$ cat src/rtl/calc_tx_scheduler.sv
// calc_tx_scheduler: round-robin sharing of one UART byte transmitter between
// keystroke echo, calculator result report and calculator error report.
// Each accepted request is formatted into an ASCII message (up to 7 bytes)
// and sent byte by byte, pacing each byte against the transmitter busy flag.
module calc_tx_scheduler #(
  parameter int unsigned CRLF       = 1,
  parameter int unsigned GAP_CYCLES = 2
) (
  input  logic        clock,
  input  logic        reset_n,
  input  logic        echo_valid,
  input  logic [7:0]  echo_data,
  output logic        echo_ready,
  input  logic        res_valid,
  input  logic [15:0] res_data,
  input  logic        res_overflow,
  output logic        res_ready,
  input  logic        err_valid,
  input  logic [3:0]  err_code,
  output logic        err_ready,
  output logic        tx_start,
  output logic [7:0]  tx_data,
  input  logic        tx_busy
);

  localparam int unsigned MSG_MAX   = 7;
  localparam int unsigned IDX_W     = 3;
  localparam int unsigned CNT_W     = 8;
  localparam int unsigned TIMEOUT   = 4;
  localparam int unsigned GAP_LEN   = (GAP_CYCLES == 0) ? 1 : GAP_CYCLES;

  localparam logic [CNT_W-1:0] GAP_LAST = CNT_W'(GAP_LEN - 1);
  localparam logic [CNT_W-1:0] TO_LAST  = CNT_W'(TIMEOUT - 1);

  localparam logic [7:0] CHR_CR   = 8'h0D;
  localparam logic [7:0] CHR_LF   = 8'h0A;
  localparam logic [7:0] CHR_BANG = 8'h21;
  localparam logic [7:0] CHR_E    = 8'h45;

  typedef enum logic [1:0] {
    REQ_ECHO = 2'd0,
    REQ_RES  = 2'd1,
    REQ_ERR  = 2'd2
  } req_e;

  typedef enum logic [2:0] {
    IDLE    = 3'd0,
    GRANT   = 3'd1,
    LAUNCH  = 3'd2,
    WAIT_HI = 3'd3,
    WAIT_LO = 3'd4,
    GAP     = 3'd5
  } state_e;

  state_e                        state_q, state_d;
  req_e                          ptr_q, ptr_d;
  req_e                          win_q, win_d;
  logic [MSG_MAX-1:0][7:0]       buf_q, buf_d;
  logic [IDX_W-1:0]              len_q, len_d;
  logic [IDX_W-1:0]              idx_q, idx_d;
  logic [CNT_W-1:0]              cnt_q, cnt_d;
  logic                          echo_ready_q, echo_ready_d;
  logic                          res_ready_q, res_ready_d;
  logic                          err_ready_q, err_ready_d;
  logic                          tx_start_q, tx_start_d;
  logic [7:0]                    tx_data_q, tx_data_d;

  req_e                          arb_pick;
  logic                          any_req;
  logic [IDX_W-1:0]              msg_end;

  // One nibble to its uppercase ASCII hex digit.
  function automatic logic [7:0] hex_ascii(input logic [3:0] nib);
    logic [7:0] wide;
    wide = {4'h0, nib};
    return (nib < 4'd10) ? (8'h30 + wide) : (8'h37 + wide);
  endfunction

  assign any_req = echo_valid | res_valid | err_valid;

  // Round-robin pick: scan starts at the requester after the last grant (echo -> err -> res -> echo).
  always_comb begin
    arb_pick = REQ_ECHO;
    case (ptr_q)
      REQ_ECHO: begin
        if (err_valid)      arb_pick = REQ_ERR;
        else if (res_valid) arb_pick = REQ_RES;
        else                arb_pick = REQ_ECHO;
      end
      REQ_ERR: begin
        if (res_valid)       arb_pick = REQ_RES;
        else if (echo_valid) arb_pick = REQ_ECHO;
        else                 arb_pick = REQ_ERR;
      end
      default: begin
        if (echo_valid)     arb_pick = REQ_ECHO;
        else if (err_valid) arb_pick = REQ_ERR;
        else                arb_pick = REQ_RES;
      end
    endcase
  end

  // Next-state, message formatting and registered-output logic.
  always_comb begin
    state_d      = state_q;
    ptr_d        = ptr_q;
    win_d        = win_q;
    buf_d        = buf_q;
    len_d        = len_q;
    idx_d        = idx_q;
    cnt_d        = cnt_q;
    echo_ready_d = 1'b0;
    res_ready_d  = 1'b0;
    err_ready_d  = 1'b0;
    tx_start_d   = 1'b0;
    tx_data_d    = tx_data_q;
    msg_end      = '0;

    case (state_q)
      IDLE: begin
        cnt_d = '0;
        if (any_req) begin
          win_d = arb_pick;
          case (arb_pick)
            REQ_ECHO: echo_ready_d = 1'b1;
            REQ_RES:  res_ready_d  = 1'b1;
            default:  err_ready_d  = 1'b1;
          endcase
          state_d = GRANT;
        end
      end

      GRANT: begin
        buf_d = '0;
        case (win_q)
          REQ_ECHO: begin
            buf_d[0] = echo_data;
            msg_end  = 3'd1;
          end
          REQ_RES: begin
            buf_d[0] = hex_ascii(res_data[15:12]);
            buf_d[1] = hex_ascii(res_data[11:8]);
            buf_d[2] = hex_ascii(res_data[7:4]);
            buf_d[3] = hex_ascii(res_data[3:0]);
            msg_end  = 3'd4;
            if (res_overflow) begin
              buf_d[4] = CHR_BANG;
              msg_end  = 3'd5;
            end
            if (CRLF != 0) begin
              buf_d[msg_end]                    = CHR_CR;
              buf_d[IDX_W'(msg_end + 3'd1)]     = CHR_LF;
              msg_end                           = IDX_W'(msg_end + 3'd2);
            end
          end
          default: begin
            buf_d[0] = CHR_E;
            buf_d[1] = hex_ascii(err_code);
            msg_end  = 3'd2;
            if (CRLF != 0) begin
              buf_d[2] = CHR_CR;
              buf_d[3] = CHR_LF;
              msg_end  = 3'd4;
            end
          end
        endcase
        len_d      = msg_end;
        ptr_d      = win_q;
        idx_d      = '0;
        tx_start_d = 1'b1;
        tx_data_d  = buf_d[0];
        state_d    = LAUNCH;
      end

      LAUNCH: begin
        cnt_d   = '0;
        state_d = WAIT_HI;
      end

      // Missing busy acknowledge is treated as a sent byte after the timeout.
      WAIT_HI: begin
        if (tx_busy) begin
          state_d = WAIT_LO;
        end else if (cnt_q == TO_LAST) begin
          cnt_d   = '0;
          state_d = GAP;
        end else begin
          cnt_d = cnt_q + 8'd1;
        end
      end

      WAIT_LO: begin
        if (!tx_busy) begin
          cnt_d   = '0;
          state_d = GAP;
        end
      end

      GAP: begin
        if (cnt_q == GAP_LAST) begin
          cnt_d = '0;
          if (idx_q == IDX_W'(len_q - 3'd1)) begin
            state_d = IDLE;
          end else begin
            idx_d      = IDX_W'(idx_q + 3'd1);
            tx_start_d = 1'b1;
            tx_data_d  = buf_q[IDX_W'(idx_q + 3'd1)];
            state_d    = LAUNCH;
          end
        end else begin
          cnt_d = cnt_q + 8'd1;
        end
      end

      default: begin
        state_d = IDLE;
      end
    endcase
  end

  // State and output registers; synchronous reset drops any message in flight.
  always_ff @(posedge clock) begin
    if (!reset_n) begin
      state_q      <= IDLE;
      ptr_q        <= REQ_ECHO;
      win_q        <= REQ_ECHO;
      buf_q        <= '0;
      len_q        <= '0;
      idx_q        <= '0;
      cnt_q        <= '0;
      echo_ready_q <= 1'b0;
      res_ready_q  <= 1'b0;
      err_ready_q  <= 1'b0;
      tx_start_q   <= 1'b0;
      tx_data_q    <= 8'h00;
    end else begin
      state_q      <= state_d;
      ptr_q        <= ptr_d;
      win_q        <= win_d;
      buf_q        <= buf_d;
      len_q        <= len_d;
      idx_q        <= idx_d;
      cnt_q        <= cnt_d;
      echo_ready_q <= echo_ready_d;
      res_ready_q  <= res_ready_d;
      err_ready_q  <= err_ready_d;
      tx_start_q   <= tx_start_d;
      tx_data_q    <= tx_data_d;
    end
  end

  assign echo_ready = echo_ready_q;
  assign res_ready  = res_ready_q;
  assign err_ready  = err_ready_q;
  assign tx_start   = tx_start_q;
  assign tx_data    = tx_data_q;

endmodule

$ cat config.mk
export PLATFORM = sky130hd
export DESIGN_NAME = calc_tx_scheduler
export DESIGN_NICKNAME = d
export VERILOG_FILES = /design/src/rtl/calc_tx_scheduler.sv
export SDC_FILE = /design/constraint.sdc
export NUM_CORES = 1
export LEC_CHECK = 0
export CAP_MARGIN = 15
export CORE_ASPECT_RATIO = 1.4
export CORE_MARGIN = 3
export CORE_UTILIZATION = 48
export DETAILED_ROUTE_END_ITERATION = 16
export PLACE_DENSITY = 0.83
export SETUP_SLACK_MARGIN = 0.2
export SYNTH_ARGS = -nofsm -noshare
export SYNTH_HDL_FRONTEND = slang
export SYNTH_SLANG_ARGS = --single-unit
$ cat constraint.sdc
create_clock -name clock -period 2.2 [get_ports clock]
set_input_delay 0.44 -clock clock [delete_from_list [all_inputs] [get_ports clock]]
set_output_delay 0.44 -clock clock [all_outputs]
set_load 0.05 [all_outputs]
# Yosys cells after proc, flatten, opt, wreduce, memory -nomap -nowiden
# Cells that the tools add are included.
# classes
n_reduce_logical	15
muxes	52
magnitude_cmp	10
addsub	15
eq_ne	17
n_bitwise	8
# op_table
operator	count
$mux 8	11
$add 6x4->7 const A	10
$demux 8 s3	2
$pmux 24 s2	1
$and 42x42->42	1
$not 42->42	1
$and 25x35->35	1
$mux 7	5
$not 35->35	1
$pmux 8 s2	2
$pmux 8 s4	1
$mux 3	9
$bmux 8 s3	1
$mux 24	1
$or 15x21->21	1
$lt 4x4->1 const B	5
$pmux 3 s6	1
$or 14x14->14	1
$lt 3x4->1 const B	3
$mux 2	6
$pmux 3 s2	2
$ne 2x2->1 const B	5
$reduce_and 3->1	3
$add 8x1->8 const B	1
other kinds (26)	42
# word_totals
word_cells	135
output_inout_bits	12
register_bits	89
inputBits	35

# Depth between registers and ports, before layout
# logic_depth
word_depth	12
ltp_mapped	8
mapped_depth_nobuf	7

# Worst setup path after synthesis
# OpenSTA, ideal clock, no wires.
# synth_timing
path_kind	register to register
from	register idx_q[1]
to	register tx_data_q[3], in the netlist tx_data[3]
t_arrival_ns	1.646
required_time_ns	2.077
setup_slack_ns	0.431
synth_period_minus_slack_ns	1.769
setup_time_ns	0.123
stages_incl_launch_ff	8
n_path_buf	1
cell_sequence	dfxtp_1 > ha_1 > buf_2 > mux4_2 > nand2_1 > o311ai_0 > o2111ai_1 > o21ai_1
# synth_via
elab_chain_cells	6
elab_cells_between_ends	9
cone_classes	1 x add/sub; 2 x eq/ne; 5 x mux; 1 x reduce/logical
# synth_lines
item	line	text
from (decl)	60	logic [IDX_W-1:0] idx_q, idx_d;
from (signal assigned)	242	idx_q <= idx_d;
$add 3x1->3	207	tx_data_d = buf_q[IDX_W'(idx_q + 3'd1)];
$bmux 8 s3	207	
$mux 8 (implied by the code)	207	
$mux 8	202	if (idx_q == IDX_W'(len_q - 3'd1)) begin
$mux 8	200	if (cnt_q == GAP_LAST) begin
$pmux 8 s2	119	case (state_q)
to (signal assigned)	248	tx_data_q <= tx_data_d;
to (decl)	66	logic [7:0] tx_data_q, tx_data_d;
# Parallel ways exist; a longest one is shown, timed or not. The select of a mux whose other input is x is not followed.
# A chain may end at the register's enable or synchronous reset.

# Worst setup path in the final report
# layout_timing
from	register tx_data_q[4], in the netlist tx_data[4]
to	output tx_data[4]
# layout_lines
item	line	text
to (decl)	22	output logic [7:0] tx_data,
# No word-level cell between the ends.

==> impl_metrics.json <==
{
  "status": "completed",
  "cts_max_level": 3,
  "fp-row-count": 36,
  "seq_area_frac_synth_pct": 35.65,
  "die_w_um": 79.13,
  "initial_core_util_pct": 50.49,
  "insertedDiodeCount": 0,
  "synth_cell_type_count": 58,
  "tightest_slew_ns": 0.7410,
  "power_uw": 2998,
  "synthArstFlopShare_pct": 0,
  "p_leak_uw": 0.001728,
  "synth.yosys.warnings": 0,
  "slew_headroom_pct": 50.15,
  "hold_viol": 0,
  "synth.avg_cell_area_sq_um": 8.299,
  "clock_sinks": 64,
  "syn_inst": 433,
  "dp_hpwl_mm": 7.117,
  "cts_tree": "done",
  "grt_usage_pct": 23.24,
  "drtPass1Iterations": 6,
  "power.density_nw_per_um2": 675.5,
  "max_stage_delay_ns": 0.81,
  "slew_violations": 0,
  "synth_compound_area_share_pct": 22.35,
  "drv_cap": 0,
  "cts_hold_buffers": 0,
  "synth_top_family_by_area": "simple AND/OR/NAND/NOR gates",
  "ioPinCount": 47,
  "grt.overflow.total": 0,
  "die_y_um": 108.4,
  "crit_buf_inv": 1,
  "wirelength_mm": 9.670,
  "worst_skew_pair.late_latency_ns": 0.36,
  "numPortBuffers": 46,
  "crit_arrival_ns": 1.52,
  "r2r_end": "tx_data[0]",
  "fmax_ghz": 0.5096,
  "min_path_cells": 2,
  "dieArea_sq_um": 8575,
  "num_vias": 3419,
  "worst_setup_path_start_kind": "flip-flop",
  "period_share_pct": 89.20,
  "antenna_found_initial": 0,
  "min_from": "tx_data[3]",
  "ys.flop_type": "dfxtp_1",
  "synthAdderAreaFrac_pct": 3.134,
  "grt_pass1_wl_mm": 15.49,
  "routed_via_density": 5.834,
  "peakVddDrop_mv": 0.4030,
  "cpLargestDelayFamily": "buffers and inverters",
  "synthToLayoutAreaGrowth_pct": 23.50,
  "grt_pass1_vias": 3439,
  "syn_area_sq_um": 3593,
  "r2r_start": "buf_q[32]",
  "yosys.area_share.simple_pct": 23.22,
  "clk_pin_slew_ns": 0.07,
  "root_buffer": "clkbuf_8",
  "routedWlPerCell_um": 16.50,
  "drc": 0,
  "synth_xor_area_share_pct": 4.770,
  "cp.required_ns": 1.76,
  "synth_edf_count": 0,
  "path_class": "flip-flop to primary output",
  "synth_seq_cells": 64,
  "cts_made_buffers": 9,
  "rsz0062_at_grt": "no",
  "fin_setup_tns_ns": 0,
  "finalSetupViolCount": 0,
  "period_needed_ns": 1.962,
  "worstRegToRegCells": 8,
  "crit_path_max_fanout": 2,
  "hold_path_end": "tx_data[3]",
  "ant_nets": 0,
  "cpMaxStageDelayCell": "clkdlybuf4s50_1",
  "synthesis.nets": 477,
  "core_sq_um": 7117,
  "globalplace.congestion": 0.8943,
  "drt_iter0_drc": 315,
  "muxShareOfSynthArea_pct": 5.815,
  "r2r_slack_ns": 0.30,
  "fin_worst_skew_ns": 0.006832,
  "endpoint_kind": "primary output",
  "hp-class": "flip-flop to flip-flop",
  "layout-drive-gt1-share_pct": 11.81,
  "clk_path_buf_depth": 2,
  "grt_max_degree": 25,
  "fin_nets": 531,
  "worstPathCellList": "clkdlybuf4s50_1"
}
worst max-delay path by stage:
| stage | from | endpoint | slack [ns] | cells past startpoint |
|---|---|---|---|---|
| after global routing | buf_q[32] | tx_data[0] | 0.20 | 8 |
| after CTS | tx_data[4] | tx_data[4] | 0.22 | 1 |
| after global placement | res_data[13] | tx_data[2] | 0.10 | 8 |
| after floorplan | idx_q[1] | tx_data[3] | 0.43 | 7 |
| final | tx_data[4] | tx_data[4] | 0.24 | 1 |
| after detailed placement | res_data[13] | tx_data[2] | 0.02 | 8 |
routing by layer:
metal / up-vias / global-route usage, % / part of all wire (%)
li1: 1642 / - / -
met1: 1632 / 23.93 / 40
met2: 116 / 41.20 / 51
met3: 29 / 6.667 / 5.0
met4: 0 / 14.00 / 4.4
met5: - / 0 / 0
cells by family after synthesis:
| family | Yosys count |
|---|---|
| xor+xnor | 18 |
| flops | 64 |
| fa+ha+maj | 9 |
| simple gates | 167 |
| mux | 12 |
| buf+inv | 45 |
| compound gates | 118 |
per-stage QoR:
| stage | instances | instance area [sq um] | worst slack, ns | hold slack, ns | util, % |
|---|---|---|---|---|---|
| final | 586 | 4438 | 0.2375 | 0.4603 | 62.36 |
| after global routing | 586 | 4438 | 0.2007 | 0.4778 | 62.36 |
| after CTS | 586 | 4423 | 0.2206 | 0.4561 | 62.15 |
| after detailed placement | 569 | 4237 | 0.02150 | 0.4444 | 59.53 |
| after global placement | 569 | 4237 | 0.1003 | 0.4493 | 59.53 |
| after floorplan | 433 | 3593 | 0.4308 | 0.4377 | - |
placed cells by master (no fill, tap or decap), drive strengths merged, types with 9 or more instances in the layout:
master,count
a21boi,18
a21oi,24
a31oi,10
buf,24
clkbuf,11
clkdlybuf4s50,43
dfxtp,64
ha,9
inv,18
nand2,52
nand2b,10
nand3,9
nor2,37
nor2b,18
nor3,12
o21ai,26
xor2,10
state kept, by name (all words and copies together), names as in the netlist:
register    count
state_q         3
ptr_q           2
res_ready       1
idx_q           3
err_ready       1
buf_q          32
tx_start        1
cnt_q           8
win_q           2
len_q           2
echo_ready      1
tx_data         8
cells in the mapped netlist, types with 10 or more instances:
cell type	n	area share (%)
nor2b_1	18	3.1
a21boi_0	18	3.8
a31oi_1	10	1.7
xor2_1	10	2.4
nand2b_1	10	1.7
nor2_1	37	3.9
a21oi_1	24	3.3
clkbuf_1	19	2.0
nand2_1	51	5.3
nor3_1	11	1.5
o21ai_0	23	3.2
dfxtp_1	64	36
inv_1	18	1.9
power breakdown:
part | total (uW) | switching (uW) | internal [uW]
Clock | 905 | 449 | 455
Sequential | 1340 | 87.6 | 1250
Combinational | 756 | 423 | 333
cell type report:
cell class	instances	area (sq um)
timing repair buffer	70	653.1
tap	95	118.9
inverter	18	67.56
fill	610	2679
clock buffer	11	151.4
sequential	64	1281
clock inverter	4	20.02
multi-input combinational	324	2146
what timing repair did:
| action | 4_1_cts | 5_1_grt |
|---|---|---|
| gates resized for setup | 3 | 3 |
| endpoints found under the setup margin | 4 | 5 |
| buffers inserted | 2 | 0 |
| pin swaps | 1 | 0 |
| cloned | 0 | 0 |
| endpoints found under the hold margin | 0 | 0 |
Note: power is estimated with default switching activity, not from simulation.
